`config.mk`:
```
export PLATFORM = sky130hd
export DESIGN_NAME = cd_request_scheduler
export DESIGN_NICKNAME = d
export VERILOG_FILES = /design/src/rtl/cd_request_scheduler.sv
export SDC_FILE = /design/constraint.sdc
export NUM_CORES = 1
export LEC_CHECK = 0
export ABC_AREA = 1
export CAP_MARGIN = 20
export CORE_ASPECT_RATIO = 1.1
export CORE_MARGIN = 4
export CORE_UTILIZATION = 30
export CTS_CLUSTER_SIZE = 30
export DETAILED_ROUTE_END_ITERATION = 8
export GPL_TIMING_DRIVEN = 1
export PLACE_DENSITY = 0.56
export SLEW_MARGIN = 20
export SYNTH_ARGS = -nofsm -noshare
export SYNTH_HDL_FRONTEND = slang
export SYNTH_SLANG_ARGS = --single-unit
```
`constraint.sdc`:
```
create_clock -name clk -period 7.9 [get_ports clk]
set_input_delay 0.79 -clock clk [delete_from_list [all_inputs] [get_ports clk]]
set_output_delay 0.79 -clock clk [all_outputs]
set_load 0.05 [all_outputs]
```
`src/rtl/cd_request_scheduler.sv`:
```
// Request scheduler in front of the dictionary compression engine: buffers tagged
// requests, issues one engine command at a time and returns tagged results over valid/ready.
module cd_request_scheduler #(
    parameter int FIFO_DEPTH = 4,
    parameter int DATA_W     = 80,
    parameter int IDX_W      = 8,
    parameter int TAG_W      = 4,
    localparam int CNT_W     = $clog2(FIFO_DEPTH + 1),
    localparam int PTR_W     = (FIFO_DEPTH > 1) ? $clog2(FIFO_DEPTH) : 1
) (
    input  logic              clk,
    input  logic              reset,
    input  logic              req_valid,
    output logic              req_ready,
    input  logic [1:0]        req_cmd,
    input  logic [DATA_W-1:0] req_data,
    input  logic [IDX_W-1:0]  req_idx,
    input  logic [TAG_W-1:0]  req_tag,
    output logic [1:0]        eng_command,
    output logic [DATA_W-1:0] eng_data_in,
    output logic [IDX_W-1:0]  eng_compressed_in,
    input  logic [IDX_W-1:0]  eng_compressed_out,
    input  logic [DATA_W-1:0] eng_decompressed_out,
    input  logic [1:0]        eng_response,
    output logic              rsp_valid,
    input  logic              rsp_ready,
    output logic [1:0]        rsp_status,
    output logic [IDX_W-1:0]  rsp_idx,
    output logic [DATA_W-1:0] rsp_data,
    output logic [TAG_W-1:0]  rsp_tag,
    output logic [CNT_W-1:0]  fifo_count,
    output logic [7:0]        err_count
);

    typedef enum logic [1:0] {S_IDLE, S_ISSUE, S_WAIT, S_HOLD} state_t;

    typedef struct packed {
        logic [1:0]        cmd;
        logic [DATA_W-1:0] data;
        logic [IDX_W-1:0]  idx;
        logic [TAG_W-1:0]  tag;
    } req_t;

    req_t              fifo_mem_q [FIFO_DEPTH];
    req_t              fifo_mem_d [FIFO_DEPTH];
    logic [PTR_W-1:0]  wr_ptr_q, wr_ptr_d, rd_ptr_q, rd_ptr_d;
    logic [CNT_W-1:0]  fifo_count_q, fifo_count_d;
    state_t            state_q, state_d;
    logic [1:0]        eng_command_q, eng_command_d;
    logic [DATA_W-1:0] eng_data_in_q, eng_data_in_d;
    logic [IDX_W-1:0]  eng_cidx_q, eng_cidx_d;
    logic [TAG_W-1:0]  tag_q, tag_d;
    logic              rsp_valid_q, rsp_valid_d;
    logic [1:0]        rsp_status_q, rsp_status_d;
    logic [IDX_W-1:0]  rsp_idx_q, rsp_idx_d;
    logic [DATA_W-1:0] rsp_data_q, rsp_data_d;
    logic [TAG_W-1:0]  rsp_tag_q, rsp_tag_d;
    logic [7:0]        err_count_q, err_count_d;
    logic              push, pop, issue;
    req_t              head;

    // Ready depends only on the registered count, so a same-cycle pop never frees a slot early.
    assign req_ready = (fifo_count_q < CNT_W'(FIFO_DEPTH));
    assign head      = fifo_mem_q[rd_ptr_q];

    always_comb begin
        fifo_mem_d    = fifo_mem_q;
        wr_ptr_d      = wr_ptr_q;
        rd_ptr_d      = rd_ptr_q;
        fifo_count_d  = fifo_count_q;
        state_d       = state_q;
        eng_command_d = eng_command_q;
        eng_data_in_d = eng_data_in_q;
        eng_cidx_d    = eng_cidx_q;
        tag_d         = tag_q;
        rsp_valid_d   = rsp_valid_q;
        rsp_status_d  = rsp_status_q;
        rsp_idx_d     = rsp_idx_q;
        rsp_data_d    = rsp_data_q;
        rsp_tag_d     = rsp_tag_q;
        err_count_d   = err_count_q;
        push          = req_valid && req_ready;
        pop           = 1'b0;
        issue         = 1'b0;

        case (state_q)
            S_IDLE: begin
                if (fifo_count_q != '0) issue = 1'b1;
            end
            S_ISSUE: begin
                state_d       = S_WAIT;
                eng_command_d = 2'b00;
            end
            S_WAIT: begin
                state_d      = S_HOLD;
                rsp_valid_d  = 1'b1;
                rsp_status_d = eng_response;
                rsp_idx_d    = (eng_response == 2'b01) ? eng_compressed_out : '0;
                rsp_data_d   = (eng_response == 2'b10) ? eng_decompressed_out : '0;
                rsp_tag_d    = tag_q;
                if (eng_response == 2'b11 && err_count_q != 8'hFF)
                    err_count_d = err_count_q + 8'd1;
            end
            S_HOLD: begin
                if (rsp_ready) begin
                    rsp_valid_d = 1'b0;
                    if (fifo_count_q != '0) issue = 1'b1;
                    else state_d = S_IDLE;
                end
            end
            default: state_d = S_IDLE;
        endcase

        // The engine inputs are loaded on the edge that enters ISSUE, so they are live for that whole cycle.
        if (issue) begin
            state_d       = S_ISSUE;
            pop           = 1'b1;
            eng_command_d = head.cmd;
            eng_data_in_d = head.data;
            eng_cidx_d    = head.idx;
            tag_d         = head.tag;
        end

        if (push) begin
            fifo_mem_d[wr_ptr_q] = '{cmd: req_cmd, data: req_data, idx: req_idx, tag: req_tag};
            wr_ptr_d             = wr_ptr_q + PTR_W'(1);
        end
        if (pop) rd_ptr_d = rd_ptr_q + PTR_W'(1);

        case ({push, pop})
            2'b10:   fifo_count_d = fifo_count_q + CNT_W'(1);
            2'b01:   fifo_count_d = fifo_count_q - CNT_W'(1);
            default: fifo_count_d = fifo_count_q;
        endcase
    end

    always_ff @(posedge clk) begin
        fifo_mem_q <= fifo_mem_d;
    end

    always_ff @(posedge clk or posedge reset) begin
        if (reset) begin
            wr_ptr_q      <= '0;
            rd_ptr_q      <= '0;
            fifo_count_q  <= '0;
            state_q       <= S_IDLE;
            eng_command_q <= 2'b00;
            eng_data_in_q <= '0;
            eng_cidx_q    <= '0;
            tag_q         <= '0;
            rsp_valid_q   <= 1'b0;
            rsp_status_q  <= 2'b00;
            rsp_idx_q     <= '0;
            rsp_data_q    <= '0;
            rsp_tag_q     <= '0;
            err_count_q   <= 8'd0;
        end else begin
            wr_ptr_q      <= wr_ptr_d;
            rd_ptr_q      <= rd_ptr_d;
            fifo_count_q  <= fifo_count_d;
            state_q       <= state_d;
            eng_command_q <= eng_command_d;
            eng_data_in_q <= eng_data_in_d;
            eng_cidx_q    <= eng_cidx_d;
            tag_q         <= tag_d;
            rsp_valid_q   <= rsp_valid_d;
            rsp_status_q  <= rsp_status_d;
            rsp_idx_q     <= rsp_idx_d;
            rsp_data_q    <= rsp_data_d;
            rsp_tag_q     <= rsp_tag_d;
            err_count_q   <= err_count_d;
        end
    end

    assign eng_command       = eng_command_q;
    assign eng_data_in       = eng_data_in_q;
    assign eng_compressed_in = eng_cidx_q;
    assign rsp_valid         = rsp_valid_q;
    assign rsp_status        = rsp_status_q;
    assign rsp_idx           = rsp_idx_q;
    assign rsp_data          = rsp_data_q;
    assign rsp_tag           = rsp_tag_q;
    assign fifo_count        = fifo_count_q;
    assign err_count         = err_count_q;

endmodule

```
==> out/qor.json, run 1 <==
{
  "outcome": {
    "outcome": "completed"
  },
  "die": {
    "floorplan.initialDensity_pct": 30.36,
    "die_w_um": 270.5,
    "boundaryPins": 385,
    "core_um2": 74880,
    "row_count": 105,
    "dieArea_um2": 80270,
    "vert_die_dim_um": 296.7
  },
  "placement": {
    "placement.setup.worst_slack_ns": 3.855,
    "detailedPlacementHpwl_mm": 39.47,
    "gp_congestion": 0.8844,
    "port-buffer-count": 384
  },
  "cells_and_area": {
    "regArea_um2": 16450,
    "fillers": 7100,
    "drive_above_1_share_pct": 5.791,
    "multi_input_combinational_cell_area_um2": 5527,
    "finalNetCount": 2597,
    "areaGrowthSynthToFinish_pct": 29.94
  },
  "timing": {
    "clock-skew-final_ns": 0.02533,
    "setup_viol": 0,
    "grt_setup_unrepaired": "no",
    "worst_slack_ns": 4.360,
    "max_slew.worst_pin.slew_ns": 1.051,
    "slew_viol_final": 0,
    "timing.slew.headroom_pct": 29.92,
    "fin_crit_sh_pct": 44.81,
    "final_hold_viol_count": 0,
    "timing.setup.tns_ns": 0,
    "max_freq_ghz": 0.2825,
    "finalWorstPathRequiredPeriod_ns": 3.540
  },
  "route": {
    "route.detailed.vias_per_inst": 4.552,
    "final_antenna_net_count": 0,
    "detailedRoute.firstPassIterationCount": 5,
    "totalWireLength_mm": 63.58,
    "drt_drc_violations_left": 0,
    "first_iter_violations": 868,
    "detail_route.wl_per_cell_um": 18.59,
    "dr_total_vias": 15570
  },
  "clocking": {
    "cts_buffers": 67,
    "tritoncts_num_sinks": 582,
    "cts-htree-levels": 3,
    "post_cts_buffers": 0,
    "cts_root_buffer": "sky130_fd_sc_hd__clkbuf_16",
    "clk_latency_ns": 0.60,
    "cts_max_path_buffers": 3,
    "tritoncts_clock_tree": "built",
    "clk_transition_reported_paths_ns": 0.06,
    "post_cts_resized": 0,
    "ctsHoldBuffers": 0
  },
  "synth": {
    "seq_area_frac_synth_pct": 72.33,
    "synth.cell_area_um2": 22740,
    "number_of_synthesized_register_bits": 582,
    "ys_warn_count": 0,
    "synth.distinct_cells": 27,
    "synth_fp_nets": 2239,
    "synthCells": 2039,
    "syn-mean-instance-area_um2": 11.15
  },
  "critical_path": {
    "critPathCaptureType": "flop",
    "critical_path_required_ns": 8.36,
    "worst-path-max-fanout": 49,
    "timing_worst_setup_path_type": "reg2reg",
    "sort_of_element_at_the_start_of_the_critical_path": "flop",
    "worst_ep_arrival_time_ns": 4.00
  },
  "power_and_ir_drop": {
    "cellPowerDensity_nw_per_um2": 438.8,
    "total_power_mw": 12.97,
    "highest_ir_drop_seen_on_vdd_mv": 0.2468,
    "static-leakage-power_nw": 11.58
  },
  "global_routing": {
    "global_route_wire_length_before_repair_mm": 97.74,
    "grt_antenna_before_repair": 10,
    "via_count_of_the_first_global_routing_pass": 16150,
    "grt-ovfl-total": 0,
    "grt_start_max_net_pins": 114,
    "globalRouteTotalUtil_pct": 15.55
  },
  "job": {
    "drv_cap": 0
  },
  "hold_path": {
    "worst_hold_path_type": "reg2reg"
  }
}
==> worst max-delay path, stage by stage (launching register included) <==
cell and delay [ns]:
sky130_fd_sc_hd__dfrtp_1 0.43, sky130_fd_sc_hd__inv_1 0.10, sky130_fd_sc_hd__ha_1 0.30, sky130_fd_sc_hd__inv_1 0.09, sky130_fd_sc_hd__nand3_4 0.51, sky130_fd_sc_hd__inv_4 0.70, sky130_fd_sc_hd__ha_1 0.26, sky130_fd_sc_hd__inv_1 0.07
sky130_fd_sc_hd__fa_1 0.39, sky130_fd_sc_hd__a21oi_1 0.18, sky130_fd_sc_hd__o21ai_0 0.13, sky130_fd_sc_hd__xor2_1 0.16
==> synth_stat cells (all sizes together) <==
cell type / instances / area [um^2]
nand4: 4 / 25.02
edfxtp: 376 / 11290
nand3: 17 / 90.09
nand2: 596 / 2242
nor2: 381 / 1438
xor2: 6 / 52.55
xnor2: 2 / 17.52
inv: 32 / 120.1
fa: 1 / 20.02
clkinv: 1 / 3.750
nor3: 1 / 5.000
ha: 11 / 137.6
buf: 87 / 571.8
o21ai: 282 / 1411
clkbuf: 27 / 107.6
a21oi: 7 / 35.03
nand3b: 2 / 15.01
dfrtp: 206 / 5155
==> metal layers <==
layer	track usage, %	routed length [um]	vias up
li1	-	-	7500
met1	18.29	26060	7515
met2	27.09	30980	448
met3	5.223	5110	94
met4	4.556	1363	10
met5	0	66	-
==> power breakdown <==
group	switching (mW)	internal [mW]	leakage [nW]
combinational	3.82	1.60	4.44
clock	1.25	1.81	1.07
sequential	0.459	4.02	6.07
total	5.53	7.43	11.6
==> worst paths after layout <==
kind	startpoint	endpoint	slack (ns)	cells past startpoint
setup / recovery	state_q[0]	fifo_count[2]	4.36	11
hold / removal	eng_compressed_in[3]	eng_compressed_in[3]	0.48	2
setup reg to reg	state_q[0]	fifo_count[2]	4.36	11
hold reg to reg	eng_compressed_in[3]	eng_compressed_in[3]	0.48	2
max in group asynchronous	reset	rd_ptr_q[0]	6.11	3
min in group asynchronous	reset	rsp_data[53]	0.60	2
==> logic make-up (layout without fill, tap and decap cells) <==
| kind of cell | Yosys count | after routing | synth area share, % |
|---|---|---|---|
| AO/OA/AOI/OAI | 289 | 289 | 6.361 |
| XOR/XNOR | 8 | 8 | 0.3082 |
| adder cells (fa/ha/maj) | 12 | 12 | 0.6933 |
| buffers and inverters | 147 | 560 | 3.533 |
| AND/OR/NAND/NOR | 1001 | 1001 | 16.78 |
| other | 0 | 5 | 0 |
| flip-flops | 582 | 582 | 72.33 |
==> through the flow <==
step           utilization [%]  hold slack, ns  instances  area [um^2]
2_1_floorplan                -          0.4492       2039        22740
3_3_place_gp             36.47          0.4565       3291        27310
3_5_place_dp             36.48          0.4660       3291        27320
4_1_cts                  39.43          0.4845       3415        29530
5_1_grt                  39.44          0.5019       3415        29530
6_report                 39.46          0.4777       3420        29550
==> registers in the layout, summed over array words and instances, names as in the netlist, 3 cells and up <==
name,cells
fifo_mem_q,376
eng_data_in,80
rsp_data,80
eng_compressed_in,8
err_count,8
rsp_idx,8
rsp_tag,4
tag_q,4
fifo_count,3
==> cell type report <==
type / instances / area share, %
Clock inverter: 28 / 0.8470
Multi-Input combinational cell: 1310 / 18.71
Inverter: 33 / 0.4785
Sequential cell: 582 / 55.69
Clock buffer: 96 / 6.632
Timing Repair Buffer: 403 / 13.53
Antenna cell: 5 / 0.04235
Tap cell: 963 / 4.078
==> layout by cell type, fill, tap and decap left out, types with 3 or more instances in the layout <==
cell / count
sky130_fd_sc_hd__inv_2: 3
sky130_fd_sc_hd__a21oi_1: 7
sky130_fd_sc_hd__clkbuf_1: 15
sky130_fd_sc_hd__o21ai_0: 164
sky130_fd_sc_hd__ha_1: 11
sky130_fd_sc_hd__buf_4: 16
sky130_fd_sc_hd__nor2_4: 5
sky130_fd_sc_hd__clkbuf_8: 11
sky130_fd_sc_hd__nand4_1: 4
sky130_fd_sc_hd__inv_6: 5
sky130_fd_sc_hd__edfxtp_1: 376
sky130_fd_sc_hd__clkbuf_16: 70
sky130_fd_sc_hd__buf_6: 3
sky130_fd_sc_hd__diode_2: 5
sky130_fd_sc_hd__nand3_1: 16
sky130_fd_sc_hd__clkdlybuf4s50_1: 384
sky130_fd_sc_hd__o21ai_1: 118
sky130_fd_sc_hd__clkinv_1: 4
sky130_fd_sc_hd__clkinvlp_4: 6
sky130_fd_sc_hd__inv_1: 25
sky130_fd_sc_hd__dfrtp_1: 204
sky130_fd_sc_hd__xor2_1: 6
sky130_fd_sc_hd__clkinv_2: 9
sky130_fd_sc_hd__nand2_1: 594
sky130_fd_sc_hd__nor2_1: 376
Note: power is estimated with default switching activity, not from simulation.
==> inputs of run 2 (changes only) <==
Settings changed: PLACE_DENSITY 0.56 to 0.58.
Clock period 7.9 ns to 3.1 ns, I/O delays scaled along.
==> run 2 against run 1 <==
Via count is 0.51% higher. Total power grew to 2.5 times the previous value. Hold slack worse by 0.31 ns. Count of clock-buffer cells in the layout is 13 lower. Die area stayed put. Combinational power grew to 2.6 times the previous value. Sequential share of layout area is 0.090 points lower. Non-clock buffer count is 6 higher. Wire length is 5.1% lower. Register-to-register slack worse by 3.5 ns. Critical path type is now reg2out. Critical endpoint is now eng_compressed_in[7].
==> out/qor.json, run 2 (synthesis gave the netlist of run 1 again) <==
{
  "critical_path": {
    "timing_worst_setup_path_type": {"value": "reg2out", "change": "was reg2reg"},
    "worst_path_cell_trace": {"value": "clkdlybuf4s50_1", "change": "was inv_1 -> ha_1 -> inv_1 -> nand3_4 -> inv_4 -> ha_1 -> inv_1 -> fa_1 -> a21oi_1 -> o21ai_0 -> xor2_1"},
    "slowest_stage": {"value": "sky130_fd_sc_hd__clkdlybuf4s50_1", "change": "was sky130_fd_sc_hd__inv_4"},
    "r2r_start": {"value": "state_q[0]", "change": "unchanged"},
    "gate_family_responsible_for_the_most_delay_along_the_worst_path": {"value": "buffers and inverters", "change": "unchanged"},
    "worst_ep_arrival_time": {"value": 1.97, "unit": "ns", "change": "was 4.00 ns"},
    "critPathLaunch": {"value": "eng_compressed_in[7]", "change": "was state_q[0]"},
    "worstPathBufferInverterCount": {"value": 1, "change": "was 4"},
    "critical_path_required": {"value": 2.79, "unit": "ns", "change": "was 8.36 ns"},
    "delay_of_the_slowest_critical_path_stage": {"value": 1.00, "unit": "ns", "change": "was 0.70 ns"},
    "sort_of_element_at_the_start_of_the_critical_path": {"value": "flop", "change": "unchanged"},
    "worst-path-max-fanout": {"value": 2, "change": "was 49"},
    "critPathCaptureType": {"value": "output port", "change": "was flop"}
  },
  "die": {
    "floorplan.initialDensity": {"value": 30.36, "unit": "%", "change": "unchanged"},
    "row_count": {"value": 105, "change": "unchanged"},
    "core": {"value": 74880, "unit": "um^2", "change": "unchanged"},
    "vert_die_dim": {"value": 296.7, "unit": "um", "change": "unchanged"},
    "dieArea": {"value": 80270, "unit": "um^2", "change": "unchanged"},
    "boundaryPins": {"value": 385, "change": "unchanged"},
    "die_w": {"value": 270.5, "unit": "um", "change": "unchanged"}
  },
  "clocking": {
    "cts-htree-levels": {"value": 2, "change": "was 3"},
    "clk_transition_reported_paths": {"value": 0.06, "unit": "ns", "change": "about the same"},
    "clk_latency": {"value": 0.62, "unit": "ns", "change": "was 0.60 ns"},
    "cts_root_buffer": {"value": "sky130_fd_sc_hd__clkbuf_16", "change": "unchanged"},
    "post_cts_resized": {"value": 0, "change": "unchanged"},
    "ctsHoldBuffers": {"value": 0, "change": "unchanged"},
    "tritoncts_clock_tree": {"value": "built", "change": "unchanged"},
    "post_cts_buffers": {"value": 0, "change": "unchanged"},
    "cts_max_path_buffers": {"value": 3, "change": "unchanged"},
    "cts_buffers": {"value": 60, "change": "was 67"},
    "tritoncts_num_sinks": {"value": 582, "change": "unchanged"}
  },
  "cells_and_area": {
    "multi_input_combinational_cell_area": {"value": 5527, "unit": "um^2", "change": "unchanged"},
    "layout_common_cells": {"value": "sky130_fd_sc_hd__nand2_1 (594), sky130_fd_sc_hd__clkdlybuf4s50_1 (384), sky130_fd_sc_hd__nor2_1 (376), sky130_fd_sc_hd__edfxtp_1 (376), sky130_fd_sc_hd__dfrtp_1 (204)", "change": "unchanged"},
    "areaGrowthSynthToFinish": {"value": 30.15, "unit": "%", "change": "was 29.94%"},
    "drive_above_1_share": {"value": 5.517, "unit": "%", "change": "was 5.791%"},
    "regArea": {"value": 16450, "unit": "um^2", "change": "unchanged"},
    "design_area": {"value": 29590, "unit": "um^2", "change": "was 29550 um^2"},
    "regMostFlops": {"value": "fifo_mem_q", "change": "unchanged"},
    "finalNetCount": {"value": 2596, "change": "was 2597"},
    "fillers": {"value": 7093, "change": "was 7100"},
    "layout.cells.most_common": {"value": "sky130_fd_sc_hd__nand2_1", "change": "unchanged"},
    "largest_register_ff_count": {"value": 376, "change": "unchanged"},
    "utilization_after_layout": {"value": 39.52, "unit": "%", "change": "was 39.46%"}
  },
  "timing": {
    "hold_slack_final": {"value": 0.1654, "unit": "ns", "change": "was 0.4777 ns"},
    "clock-skew-final": {"value": 0.01708, "unit": "ns", "change": "was 0.02533 ns"},
    "max_freq_ghz": 0.4379,
    "finalWorstPathRequiredPeriod_ns": 2.283,
    "grt_setup_unrepaired": {"value": "no", "change": "unchanged"},
    "timing.slew.headroom": {"value": 35.94, "unit": "%", "change": "was 29.92%"},
    "final_hold_viol_count": {"value": 0, "change": "unchanged"},
    "max_slew.worst_pin.slew": {"value": 0.9608, "unit": "ns", "change": "was 1.051 ns"},
    "timing.setup.tns": {"value": 0, "unit": "ns", "change": "unchanged"},
    "slew_viol_final": {"value": 0, "change": "unchanged"},
    "setup_viol": {"value": 0, "change": "unchanged"},
    "fin_crit_sh_pct": 73.66
  },
  "placement": {
    "port-buffer-count": {"value": 384, "change": "unchanged"},
    "detailedPlacementHpwl": {"value": 36.74, "unit": "mm", "change": "was 39.47 mm"},
    "dpl_cell_area": {"value": 27570, "unit": "um^2", "change": "was 27320 um^2"},
    "gp_congestion": {"value": 0.8759, "change": "was 0.8844"}
  },
  "route": {
    "first_iter_violations": {"value": 963, "change": "was 868"},
    "drt_drc_violations_left": {"value": 0, "change": "unchanged"},
    "totalWireLength": {"value": 60.34, "unit": "mm", "change": "was 63.58 mm"},
    "route.detailed.vias_per_inst": {"value": 4.584, "change": "was 4.552"},
    "final_antenna_net_count": {"value": 0, "change": "unchanged"},
    "detailedRoute.firstPassIterationCount": {"value": 5, "change": "unchanged"},
    "dr_total_vias": {"value": 15650, "change": "was 15570"},
    "detail_route.wl_per_cell": {"value": 17.68, "unit": "um", "change": "was 18.59 um"}
  },
  "power_and_ir_drop": {
    "highest_ir_drop_seen_on_vdd": {"value": 0.7566, "unit": "mV", "change": "was 0.2468 mV"},
    "static-leakage-power": {"value": 11.57, "unit": "nW", "change": "was 11.58 nW"},
    "total_power": {"value": 32.60, "unit": "mW", "change": "was 12.97 mW"},
    "cellPowerDensity": {"value": 1102, "unit": "nW/um^2", "change": "was 438.8 nW/um^2"}
  },
  "global_routing": {
    "grt-ovfl-total": {"value": 0, "change": "unchanged"},
    "grt_start_max_net_pins": {"value": 194, "change": "was 114"},
    "grt_antenna_before_repair": {"value": 8, "change": "was 10"},
    "global_route_wire_length_before_repair": {"value": 93.82, "unit": "mm", "change": "was 97.74 mm"},
    "via_count_of_the_first_global_routing_pass": {"value": 15870, "change": "was 16150"},
    "globalRouteTotalUtil": {"value": 14.68, "unit": "%", "change": "was 15.55%"}
  },
  "outcome": {
    "outcome": {"value": "completed", "change": "unchanged"}
  },
  "hold_path": {
    "worst_hold_path_type": {"value": "in2async", "change": "was reg2reg"}
  },
  "job": {
    "drv_cap": {"value": 0, "change": "unchanged"}
  }
}
[run 2: cell types whose count changed in the layout (fill, tap and decap cells not counted), sizes merged]
cell / previous run / this run
buf: 19 / 25
bufinv: 2 / 5
clkbuf: 96 / 83
clkinv: 16 / 18
clkinvlp: 6 / 5
diode: 5 / 3
inv: 37 / 35
[run 2: per-stage QoR]
| stage | cells | setup slack [ns] |
|---|---|---|
| after floorplan | 2039 | -2.572 |
| after global placement | 3297 | 0.5393 |
| after detailed placement | 3297 | 0.6322 |
| after CTS | 3410 | 0.6665 |
| after global routing | 3411 | 0.6301 |
| final | 3413 | 0.8165 |
[run 2: path summary, 6_finish.rpt]
path                       cells after the start  slack (ns)                   end
max                                            1        0.82  eng_compressed_in[7]
min                                            2        0.17          rsp_data[50]
max reg2reg                                    5        0.85          rsp_data[71]
min reg2reg                                    2        0.48       eng_data_in[15]
max in group asynchronous                      3        2.02       eng_data_in[72]
min in group clk                               3        0.24          rsp_data[22]
[run 2: cell type report]
class	instances	area share, %
Antenna cell	3	0.02537
Sequential cell	582	55.60
Clock inverter	30	1.171
Timing Repair Buffer	409	14.34
Multi-Input combinational cell	1310	18.67
Inverter	33	0.4778
Clock buffer	83	5.640
Tap cell	963	4.072
[run 2: layer usage]
metal	routed length, um	share of wire [%]	track usage [%]	up-vias
met5	86	0.14	0	-
met4	1485	2.5	4.033	12
met3	3714	6.2	3.713	103
met2	29190	48	25.43	443
met1	25870	43	18.30	7597
li1	-	-	-	7491
[run 2: report_power, final]
group / leakage, nW / internal [mW] / switching, mW
registers: 6.07 / 10.2 / 1.01
clock network: 0.981 / 4.22 / 3.07
logic: 4.53 / 4.28 / 9.80
[run 2: worst register-to-register path: cells and delay by family (launching register included)]
kind	cells	cell delay, ns
AOI/OAI and AO/OA	1	0.30
adders and majority gates	1	0.45
and+or+nand+nor	1	0.20
buffers and inverters	2	0.70
DFF	1	0.44
==> inputs of run 3 (changes only) <==
Settings changed: PLACE_DENSITY 0.58 to 0.56.
Clock period 3.1 ns to 2.36 ns, I/O delays scaled along.
==> run 3 against run 2 <==
Flip-flop and latch count unchanged. Non-clock buffer count up 31. Design area up 1.4%. Critical path depth unchanged. Sequential share of layout area down 0.74 points. Cell count up 1.0%. Via count up 1.0%. Total power up 33%. Die area unchanged. Hold slack worse by 0.018 ns. Count of clock-buffer cells in the layout unchanged. Sequential power up 31%. Critical endpoint is now err_count[4]. Largest power group unchanged. Highest routed layer unchanged.
==> out/qor.json, run 3 (synthesis gave the netlist of run 1 again) <==
{
  "outcome": {
    "outcome": {"value": "completed", "change": "unchanged"}
  },
  "timing": {
    "final_hold_viol_count": {"value": 0, "change": "unchanged"},
    "fin_crit_sh_pct": 93.30,
    "finalWorstPathRequiredPeriod_ns": 2.202,
    "max_freq_ghz": 0.4542,
    "timing.slew.headroom": {"value": 53.03, "unit": "%", "change": "was 35.94%"},
    "hold_slack_final": {"value": 0.1475, "unit": "ns", "change": "was 0.1654 ns"},
    "slew_viol_final": {"value": 0, "change": "unchanged"},
    "worst_slack": {"value": 0.1581, "unit": "ns", "change": "was 0.8165 ns"},
    "grt_setup_unrepaired": {"value": "no", "change": "unchanged"},
    "max_slew.worst_pin.slew": {"value": 0.7024, "unit": "ns", "change": "was 0.9608 ns"},
    "clock-skew-final": {"value": 0.03263, "unit": "ns", "change": "was 0.01708 ns"},
    "timing.setup.tns": {"value": 0, "unit": "ns", "change": "unchanged"},
    "setup_viol": {"value": 0, "change": "unchanged"}
  },
  "job": {
    "drv_cap": {"value": 0, "change": "unchanged"}
  },
  "die": {
    "floorplan.initialDensity": {"value": 30.36, "unit": "%", "change": "unchanged"},
    "boundaryPins": {"value": 385, "change": "unchanged"},
    "dieArea": {"value": 80270, "unit": "um^2", "change": "unchanged"},
    "row_count": {"value": 105, "change": "unchanged"},
    "vert_die_dim": {"value": 296.7, "unit": "um", "change": "unchanged"},
    "die_w": {"value": 270.5, "unit": "um", "change": "unchanged"},
    "core": {"value": 74880, "unit": "um^2", "change": "unchanged"}
  },
  "hold_path": {
    "hold_path.startpoint": "eng_decompressed_out[2]",
    "worst_hold_path_type": {"value": "in2reg", "change": "was in2async"}
  },
  "critical_path": {
    "worstPathBufferInverterCount": {"value": 1, "change": "unchanged"},
    "critPathLaunch": {"value": "err_count[4]", "change": "was eng_compressed_in[7]"},
    "slowest_stage": {"value": "sky130_fd_sc_hd__clkdlybuf4s50_1", "change": "unchanged"},
    "worst-path-max-fanout": {"value": 6, "change": "was 2"},
    "gate_family_responsible_for_the_most_delay_along_the_worst_path": {"value": "buffers and inverters", "change": "unchanged"},
    "r2r_start": {"value": "state_q[0]", "change": "unchanged"},
    "worst_path_cell_trace": {"value": "clkdlybuf4s50_1", "change": "unchanged"},
    "timing_worst_setup_path_type": {"value": "reg2out", "change": "unchanged"},
    "sort_of_element_at_the_start_of_the_critical_path": {"value": "flop", "change": "unchanged"},
    "critPathCaptureType": {"value": "output port", "change": "unchanged"},
    "delay_of_the_slowest_critical_path_stage": {"value": 0.88, "unit": "ns", "change": "was 1.00 ns"},
    "worst_ep_arrival_time": {"value": 1.97, "unit": "ns", "change": "about the same"},
    "critical_path_required": {"value": 2.12, "unit": "ns", "change": "was 2.79 ns"}
  },
  "power_and_ir_drop": {
    "highest_ir_drop_seen_on_vdd": {"value": 1.246, "unit": "mV", "change": "was 0.7566 mV"},
    "total_power": {"value": 43.28, "unit": "mW", "change": "was 32.60 mW"},
    "cellPowerDensity": {"value": 1443, "unit": "nW/um^2", "change": "was 1102 nW/um^2"},
    "static-leakage-power": {"value": 11.79, "unit": "nW", "change": "was 11.57 nW"}
  },
  "cells_and_area": {
    "regMostFlops": {"value": "fifo_mem_q", "change": "unchanged"},
    "layout.cells.most_common": {"value": "sky130_fd_sc_hd__nand2_1", "change": "unchanged"},
    "design_area": {"value": 30000, "unit": "um^2", "change": "was 29590 um^2"},
    "layout_common_cells": {"value": "sky130_fd_sc_hd__nand2_1 (593), sky130_fd_sc_hd__clkdlybuf4s50_1 (383), sky130_fd_sc_hd__nor2_1 (376), sky130_fd_sc_hd__edfxtp_1 (376), sky130_fd_sc_hd__dfrtp_1 (204)", "change": "was sky130_fd_sc_hd__nand2_1 (594), sky130_fd_sc_hd__clkdlybuf4s50_1 (384), sky130_fd_sc_hd__nor2_1 (376), sky130_fd_sc_hd__edfxtp_1 (376), sky130_fd_sc_hd__dfrtp_1 (204)"},
    "areaGrowthSynthToFinish": {"value": 31.92, "unit": "%", "change": "was 30.15%"},
    "largest_register_ff_count": {"value": 376, "change": "unchanged"},
    "drive_above_1_share": {"value": 6.933, "unit": "%", "change": "was 5.517%"},
    "finalNetCount": {"value": 2628, "change": "was 2596"}
  },
  "clocking": {
    "cts_max_path_buffers": {"value": 3, "change": "unchanged"},
    "clk_transition_reported_paths": {"value": 0.06, "unit": "ns", "change": "about the same"},
    "tritoncts_clock_tree": {"value": "built", "change": "unchanged"},
    "post_cts_resized": {"value": 0, "change": "unchanged"},
    "cts_buffers": {"value": 61, "change": "was 60"},
    "cts-htree-levels": {"value": 2, "change": "unchanged"},
    "tritoncts_num_sinks": {"value": 582, "change": "unchanged"},
    "ctsHoldBuffers": {"value": 1, "change": "was 0"},
    "clk_latency": {"value": 0.65, "unit": "ns", "change": "was 0.62 ns"},
    "cts_root_buffer": {"value": "sky130_fd_sc_hd__clkbuf_16", "change": "unchanged"},
    "post_cts_buffers": {"value": 0, "change": "unchanged"}
  },
  "route": {
    "route.detailed.vias_per_inst": {"value": 4.585, "change": "was 4.584"},
    "dr_total_vias": {"value": 15810, "change": "was 15650"},
    "final_antenna_net_count": {"value": 0, "change": "unchanged"},
    "detailedRoute.firstPassIterationCount": {"value": 5, "change": "unchanged"},
    "first_iter_violations": {"value": 917, "change": "was 963"},
    "drt_drc_violations_left": {"value": 0, "change": "unchanged"},
    "detail_route.wl_per_cell": {"value": 18.13, "unit": "um", "change": "was 17.68 um"},
    "totalWireLength": {"value": 62.50, "unit": "mm", "change": "was 60.34 mm"}
  },
  "placement": {
    "placement.setup.worst_slack": {"value": 0.1662, "unit": "ns", "change": "was 0.6322 ns"},
    "gp_congestion": {"value": 0.9263, "change": "was 0.8759"},
    "dpl_cell_area": {"value": 27950, "unit": "um^2", "change": "was 27570 um^2"},
    "port-buffer-count": {"value": 384, "change": "unchanged"},
    "detailedPlacementHpwl": {"value": 38.59, "unit": "mm", "change": "was 36.74 mm"}
  },
  "global_routing": {
    "global_route_wire_length_before_repair": {"value": 96.88, "unit": "mm", "change": "was 93.82 mm"},
    "via_count_of_the_first_global_routing_pass": {"value": 16030, "change": "was 15870"},
    "globalRouteTotalUtil": {"value": 15.27, "unit": "%", "change": "was 14.68%"},
    "grt_start_max_net_pins": {"value": 101, "change": "was 194"},
    "grt_antenna_before_repair": {"value": 11, "change": "was 8"},
    "grt-ovfl-total": {"value": 0, "change": "unchanged"}
  }
}
[run 3: cell count changes in the layout (fill, tap and decap cells not counted), moves of 2 or more]
cell,before,now
sky130_fd_sc_hd__buf_12,17,29
sky130_fd_sc_hd__buf_4,8,27
sky130_fd_sc_hd__clkinv_16,1,3
sky130_fd_sc_hd__clkinv_2,10,17
sky130_fd_sc_hd__clkinvlp_4,5,3
sky130_fd_sc_hd__inv_16,2,0
[run 3: stage by stage]
step	std cells	utilization, %
4_1_cts	3444	40.05
3_5_place_dp	3327	37.32
3_3_place_gp	3327	37.32
6_report	3447	40.06
2_1_floorplan	2039	-
5_1_grt	3445	40.05
[run 3: cell type report]
| cell class | instances | area, um^2 |
|---|---|---|
| multi-input combinational | 1310 | 5529 |
| timing repair buffer | 440 | 4627 |
| tap | 963 | 1205 |
| inverter | 33 | 141.4 |
| sequential | 582 | 16450 |
| fill | 7063 | 44890 |
| antenna | 3 | 7.507 |
| clock buffer | 83 | 1679 |
| clock inverter | 33 | 352.8 |
[run 3: power breakdown]
group,internal [mW],total [mW],switching (mW)
logic,5.92,19.0,13.1
clock network,5.47,9.55,4.08
registers,13.4,14.7,1.26
total,24.8,43.3,18.4
[run 3: metal layers]
metal  wire [um]  part of all wire (%)  GRT usage, %  up-vias
li1            -                     -             -     7573
met1       26190                    42         18.85     7653
met5          97                  0.16             0        -
met4        1311                   2.1         3.847       16
met2       30690                    49         26.77      461
met3        4208                   6.7         3.964      103
[run 3: tightest hold or removal path, delay by kind of cell]
family | cells | cell delay, ns
buffers and inverters | 1 | 0.39
AO/OA/AOI/OAI | 1 | 0.05
AND/OR/NAND/NOR | 1 | 0.06
[run 3: worst paths after layout]
path                                   endpoint  slack [ns]  cells past startpoint
worst max-delay path               err_count[4]        0.16                      1
max in group asynchronous       eng_data_in[62]        0.97                      4
worst min register to register       rsp_tag[3]        0.47                      2
min in group asynchronous          rsp_data[46]        0.51                      3
worst max register to register    fifo_count[2]        0.18                     11
worst min-delay path                rsp_data[2]        0.15                      3
